--- src/rtl/door_timer_fsm.sv ---
// Door sequencer: opens, holds and closes the car door on the upstream tick time base.
// door_closed is the interlock that allows car motion.
module door_timer_fsm #(
  parameter int unsigned TRAVEL_TICKS = 4,
  parameter int unsigned HOLD_TICKS   = 6,
  parameter int unsigned WIDTH        = 8
) (
  input  logic       clk,
  input  logic       rst,
  input  logic       tick,
  input  logic       open_req,
  input  logic       close_req,
  input  logic       obstruct,
  output logic       motor_open,
  output logic       motor_close,
  output logic       door_closed,
  output logic       door_open,
  output logic [1:0] state
);

  typedef enum logic [1:0] {
    StClosed  = 2'd0,
    StOpening = 2'd1,
    StOpen    = 2'd2,
    StClosing = 2'd3
  } state_e;

  localparam logic [WIDTH-1:0] PosOpen  = WIDTH'(TRAVEL_TICKS);
  localparam logic [WIDTH-1:0] PosLast  = WIDTH'(TRAVEL_TICKS - 1);
  localparam logic [WIDTH-1:0] PosOne   = WIDTH'(1);
  localparam logic [WIDTH-1:0] HoldLast = WIDTH'(HOLD_TICKS - 1);

  state_e           state_q, state_d;
  logic [WIDTH-1:0] pos_q, pos_d;
  logic [WIDTH-1:0] hold_q, hold_d;

  always_ff @(posedge clk or posedge rst) begin
    if (rst) begin
      state_q <= StClosed;
      pos_q   <= '0;
      hold_q  <= '0;
    end else begin
      state_q <= state_d;
      pos_q   <= pos_d;
      hold_q  <= hold_d;
    end
  end

  always_comb begin
    state_d = state_q;
    pos_d   = pos_q;
    hold_d  = hold_q;
    unique case (state_q)
      StClosed: begin
        if (open_req) begin
          state_d = StOpening;
        end
      end
      StOpening: begin
        if (tick) begin
          if (pos_q == PosLast) begin
            pos_d   = PosOpen;
            hold_d  = '0;
            state_d = StOpen;
          end else begin
            pos_d = pos_q + PosOne;
          end
        end
      end
      StOpen: begin
        // open_req and obstruct both restart the hold and mask close_req.
        if (open_req || obstruct) begin
          hold_d = '0;
        end else if (close_req) begin
          hold_d  = '0;
          state_d = StClosing;
        end else if (tick) begin
          if (hold_q == HoldLast) begin
            hold_d  = '0;
            state_d = StClosing;
          end else begin
            hold_d = hold_q + PosOne;
          end
        end
      end
      StClosing: begin
        // Reopen from the current position; a coincident tick is dropped.
        if (obstruct || open_req) begin
          state_d = StOpening;
        end else if (tick) begin
          if (pos_q == PosOne) begin
            pos_d   = '0;
            state_d = StClosed;
          end else begin
            pos_d = pos_q - PosOne;
          end
        end
      end
      default: begin
        state_d = StClosed;
      end
    endcase
  end

  assign motor_open  = (state_q == StOpening);
  assign motor_close = (state_q == StClosing);
  assign door_closed = (state_q == StClosed);
  assign door_open   = (state_q == StOpen);
  assign state       = state_q;

endmodule

--- config.mk ---
export PLATFORM = sky130hd
export DESIGN_NAME = door_timer_fsm
export DESIGN_NICKNAME = d
export VERILOG_FILES = /design/src/rtl/door_timer_fsm.sv
export SDC_FILE = /design/constraint.sdc
export NUM_CORES = 1
export LEC_CHECK = 0
export BUFFER_PORTS_ARGS = -buffer_cell sky130_fd_sc_hd__buf_2
export CAP_MARGIN = 20
export CORE_MARGIN = 2
export CORE_UTILIZATION = 59
export DETAILED_ROUTE_END_ITERATION = 10
export PLACE_DENSITY = 0.82
export SLEW_MARGIN = 10
export SYNTH_ARGS = -nofsm -noshare
export SYNTH_HDL_FRONTEND = slang
export SYNTH_SLANG_ARGS = --single-unit
--- constraint.sdc ---
create_clock -name clk -period 3 [get_ports clk]
set_input_delay 0.6 -clock clk [delete_from_list [all_inputs] [get_ports clk]]
set_output_delay 0.6 -clock clk [all_outputs]
set_load 0.02 [all_outputs]
Word-level counts from Yosys, hierarchy flattened. Cells that the tools add are included.

Bits of input ports: 6. Register bits: 18. Logic and storage cells: 54. Output and inout port bits: 6.

Equal/unequal tests: 17. Add/subtract/negate cells: 3. Reduce and logical (&&, ||, !) cells: 7. Mux-type cells: 24.

Operator list (count): $mux 8 (11); $pmux 8 s2 (2); $mux 2 (10); $add 8x1->8 const B (2); $ne 2x2->1 const B (5); $eq 8x1->1 const B (1); $eq 8x2->1 const B (1); $eq 8x3->1 const B (1); $pmux 2 s4 (1); $reduce_and 4->1 (2); $reduce_and 8->1 (1); $sub 8x1->8 const B (1); $ne 3x2->1 const B (2); $eq 2x2->1 const B (2); $ne 4x3->1 const B (1); $reduce_bool 2->1 (2); $ne 3x1->1 const B (1); $ne 3x3->1 const B (1); $eq 2x1->1 const B (1); $logic_not 2->1 (1); $ne 2x1->1 const B (1); $logic_or 1x1->1 (1).

Longest topological paths before layout.
Depth after elaboration: 6. Gate-level depth with buffers: 8. Depth with buffers taken out: 7.

Least setup slack after synthesis. Ideal clock, no wire load.

Path type: register to register. Start point: reg state_q[0], in the netlist state[0]. End point: reg hold_q[5]. Period minus slack after synthesis: 2303 ps. Arrival time: 2199 ps. Data required time: 2897 ps. Setup slack: 697 ps. Setup time: 103 ps. Path buffers: 1. Cell stages (with the launch flop): 8. Path through: dfrtp_1 inv_1 ha_1 nor4b_1 o21ai_1 or2_0 clkbuf_1 o41ai_2.

Cells in the longest elaborated chain, start to end: 3. Elaborated cells between the ends (all ways): 8. Those cells by class: eq/ne (5); mux (1); reduce/logical (2).

RTL lines: start: declaration (RTL line 33) `state_e state_q, state_d;`; start signal: assignment (RTL line 39) `state_q <= StClosed;`; start signal: assignment (RTL line 43) `state_q <= state_d;`; $eq 2x2->1 (*); via door_open (RTL line 17) `output logic door_open,`; $ne 4x3->1 (no source line) / $reduce_bool 2->1 (equally long branches); $reduce_and 4->1 (no source line); end signal: assignment (RTL line 45) `hold_q <= hold_d;`; end: declaration (RTL line 35) `logic [WIDTH-1:0] hold_q, hold_d;`.

Mark *: on every way through the listed nets, which the timed path passes. The rest lies on a longest branch. A chain may end at the register's enable or synchronous reset.

Worst setup path in the final report.
Start point: reg state_q[0], in the netlist state[0]. End point: reg hold_q[5].

Cells in the longest elaborated chain, start to end: 3. Elaborated cells between the ends (all ways): 8. Those cells by class: eq/ne (5); mux (1); reduce/logical (2).

RTL lines: $eq 2x2->1 / $eq 2x1->1 (equally long branches) (RTL line 53) `unique case (state_q)`; $ne 4x3->1 (no source line), or another cell as far along; $reduce_and 4->1 (no source line).

Parallel ways exist; a longest one is shown, timed or not.

==> impl_metrics.csv <==
group,metric,value,unit
route,dr.first_iter.drc_count,60,
yosys,synth_seq_cells,18,
die,core_area,2230,um2
sta,period_share,0.854,
placement,place.port_buffers,11,
clock_network,clk_latency,0.29,ns
yosys,synth_top_family_by_area,"compound AO/OA/AOI/OAI gates",
power_and_ir_drop,p_leak,0.612,nW
die,rows,17,
clock_network,clockBufferDepth,2,
sta,finalHoldViolCount,0,
yosys,async_flop_share,1.00,
sta,finalSetupViolations,0,
route,wire_per_inst,15.8,um
setup_path,r2r_start,"state[0]$_DFFE_PP0P_",
sta,skew,0.00226,ns
clock_network,cts_sinks,18,
yosys,synth_xor_area_frac,0.00626,
route,wl,3250,um
setup_path,cp-startpoint,"state[0]$_DFFE_PP0P_",
clock_network,cts_htree_levels,1,
clock_network,cts_tree,"built",
placement,placed_cell_area,1460,um2
layout,drive_gt1_frac,0.140,
layout,area_growth,5.81,%
clock_network,cts_setup_buffers,0,
die,ioPinCount,12,
setup_path,path_max_fanout,8,
placement,place_hpwl,2400,um
setup_path,r2r_slack,0.44,ns
sta,worst_pin_slew,0.707,ns
setup_path,reg2reg_to,"hold_q[5]$_DFFE_PP0P_",
yosys,synth_edf_count,0,
yosys,yosys_most_used_dff,"dfrtp_1",
sta,drv_slew,0,
clock_network,cts.clk_slew.worst_paths,0.10,ns
yosys,yosysWarnings,0,
route,drtAntennaViolNets,0,
global_route,grt_usage,0.271,
clock_network,postCtsResizedCells,0,
setup_path,cp.required,3.20,ns
layout,stdcell_count,206,
route,drtPass1Iterations,4,
global_route,grt_pass1_vias,1275,
layout,layout_commonest_cell,"o21ai_0",
layout,final_cell_mix,"22 x o21ai_0, 18 x dfrtp_1, 15 x nand3_1",
yosys,synthDistinctLibCells,46,
yosys,synth_simple_gate_area_frac,0.255,
die,start_util,0.627,
placement,gp_congestion,0.926,
yosys,synth_compound_gate_area_share,0.263,
power_and_ir_drop,total_power,1.33,mW
clock_network,cts_root_buf,"clkbuf_4",
global_route,grt_pass1_wl,5630,um
layout,final_cell_area,1480,um2
yosys,syn_area_per_cell,8.28,um2
yosys,yosys-mux-area-fraction,0.00804,
yosys,synthAdderAreaFrac,0.0894,
layout,num_antenna_cells,0,
global_route,grt_overflow,0,
clock_network,cts_buffers,3,
run,maxCapViolCount,0,
setup_path,reg2regPathDepth,6,
global_route,antenna_found_initial,0,
sta,slew_headroom,0.528,
route,via_per_inst,6.62,
setup_path,crit_path_end,"hold_q[5]$_DFFE_PP0P_",
route,post-route-drc-count,0,
setup_path,worstSetupEndpointType,"flip-flop",
die,die-area,2780,um2
power_and_ir_drop,powerDensity,898,nW/um2
outcome,status,"complete, no violations",
setup_path,worst-setup-path-type,"flip-flop to flip-flop",
setup_path,crit_arrival,2.76,ns
sta,clock.fmax,0.390,GHz
yosys,synth.yosys.seq_area_share,0.322,
yosys,syn_nets,185,
die,dieWidth,52.7,um
layout,nets,196,
yosys,synth_cells,169,
placement,placedCellCount,203,
global_route,grt_max_degree,19,
sta,min_period,2.56,ns
sta,rsz0062_at_grt,"no",
hold_path,hp-class,"input pin to asynchronous set/reset pin",
yosys,syn-cell-area,1400,um2
power_and_ir_drop,ir_drop,0.000612,V
die,die_y,52.7,um
setup_path,cp-start-kind,"flip-flop",
sta,fin_tns_setup,0,ns
route,via_count,1363,
clock_network,hold_buffers,0,
[worst max-delay path, stage by stage, from the launching register on]
cell and delay, ns:
dfrtp_1 0.42, inv_1 0.17, ha_1 0.24, nor4b_1 0.48, o21ai_1 0.35, or2_0 0.43, o41ai_2 0.37
[final cells by class]
class | instances | area (um2)
multi-input combinational | 134 | 870
fill | 187 | 752
sequential | 18 | 450
timing repair buffer | 12 | 62.6
inverter | 11 | 41.3
tap | 28 | 35.0
clock buffer | 3 | 22.5
[metal layers]
| metal | routed length, um | GRT usage | part of all wire |
|---|---|---|---|
| met1 | 1500 | 0.347 | 0.46 |
| met3 | 238 | 0.0514 | 0.073 |
| met4 | 19 | 0.0641 | 0.0059 |
| met5 | 0 | 0 | 0 |
| met2 | 1490 | 0.467 | 0.46 |
[per-stage QoR]
step	worst slack, ns	hold slack (ns)	util
floorplan	0.697	0.437	-
global placement	0.611	0.464	0.653
detailed placement	0.467	0.473	0.653
CTS	0.443	0.415	0.663
global route	0.182	0.474	0.663
finish	0.437	0.397	0.663
[sequential cells by signal, summed over array words and instances, names as in the netlist]
register / cells
hold_q: 8
pos_q: 8
state: 2
[cells in the mapped netlist (2+ instances only)]
master | count | area, um2
a21oi_1 | 8 | 40.0
a31oi_1 | 3 | 18.8
buf_6 | 2 | 22.5
clkbuf_1 | 3 | 11.3
dfrtp_1 | 18 | 450
ha_1 | 10 | 125
inv_1 | 11 | 41.3
nand2_1 | 12 | 45.0
nand2b_1 | 4 | 25.0
nand3_1 | 15 | 75.1
nand4_1 | 2 | 12.5
nor2_1 | 9 | 33.8
nor2b_1 | 3 | 18.8
nor3_1 | 4 | 20.0
nor4_1 | 2 | 12.5
nor4b_1 | 2 | 17.5
o21ai_0 | 22 | 110
o21ai_1 | 2 | 10.0
o311ai_0 | 2 | 17.5
o31ai_1 | 7 | 52.6
or3b_2 | 2 | 17.5
or4_1 | 2 | 15.0
[worst min path at each step]
stage                                from               endpoint  slack [ns]  cells after the start
floorplan           hold_q[7]$_DFFE_PP0P_  hold_q[7]$_DFFE_PP0P_        0.44                      1
global placement    hold_q[7]$_DFFE_PP0P_  hold_q[7]$_DFFE_PP0P_        0.46                      1
detailed placement  hold_q[7]$_DFFE_PP0P_  hold_q[7]$_DFFE_PP0P_        0.47                      1
CTS                                   rst   pos_q[3]$_DFFE_PP0P_        0.42                      2
global route                          rst   pos_q[5]$_DFFE_PP0P_        0.47                      2
finish                                rst   pos_q[1]$_DFFE_PP0P_        0.40                      2
[cells by family (layout without fill, tap and decap cells)]
kind of cell               after synthesis  after routing
adders and majority gates               10             10
muxes                                    1              1
and+or+nand+nor                         65             65
buffers and inverters                   17             26
AOI/OAI and AO/OA                       57             57
DFF                                     18             18
xor gates and xnor gates                 1              1
[power by group]
| part | total, mW | internal [mW] | switching [mW] |
|---|---|---|---|
| Clock | 0.124 | 0.0468 | 0.0768 |
| Combinational | 0.792 | 0.299 | 0.493 |
| Sequential | 0.415 | 0.302 | 0.113 |
No activity file was read; power rests on OpenSTA's default activity.
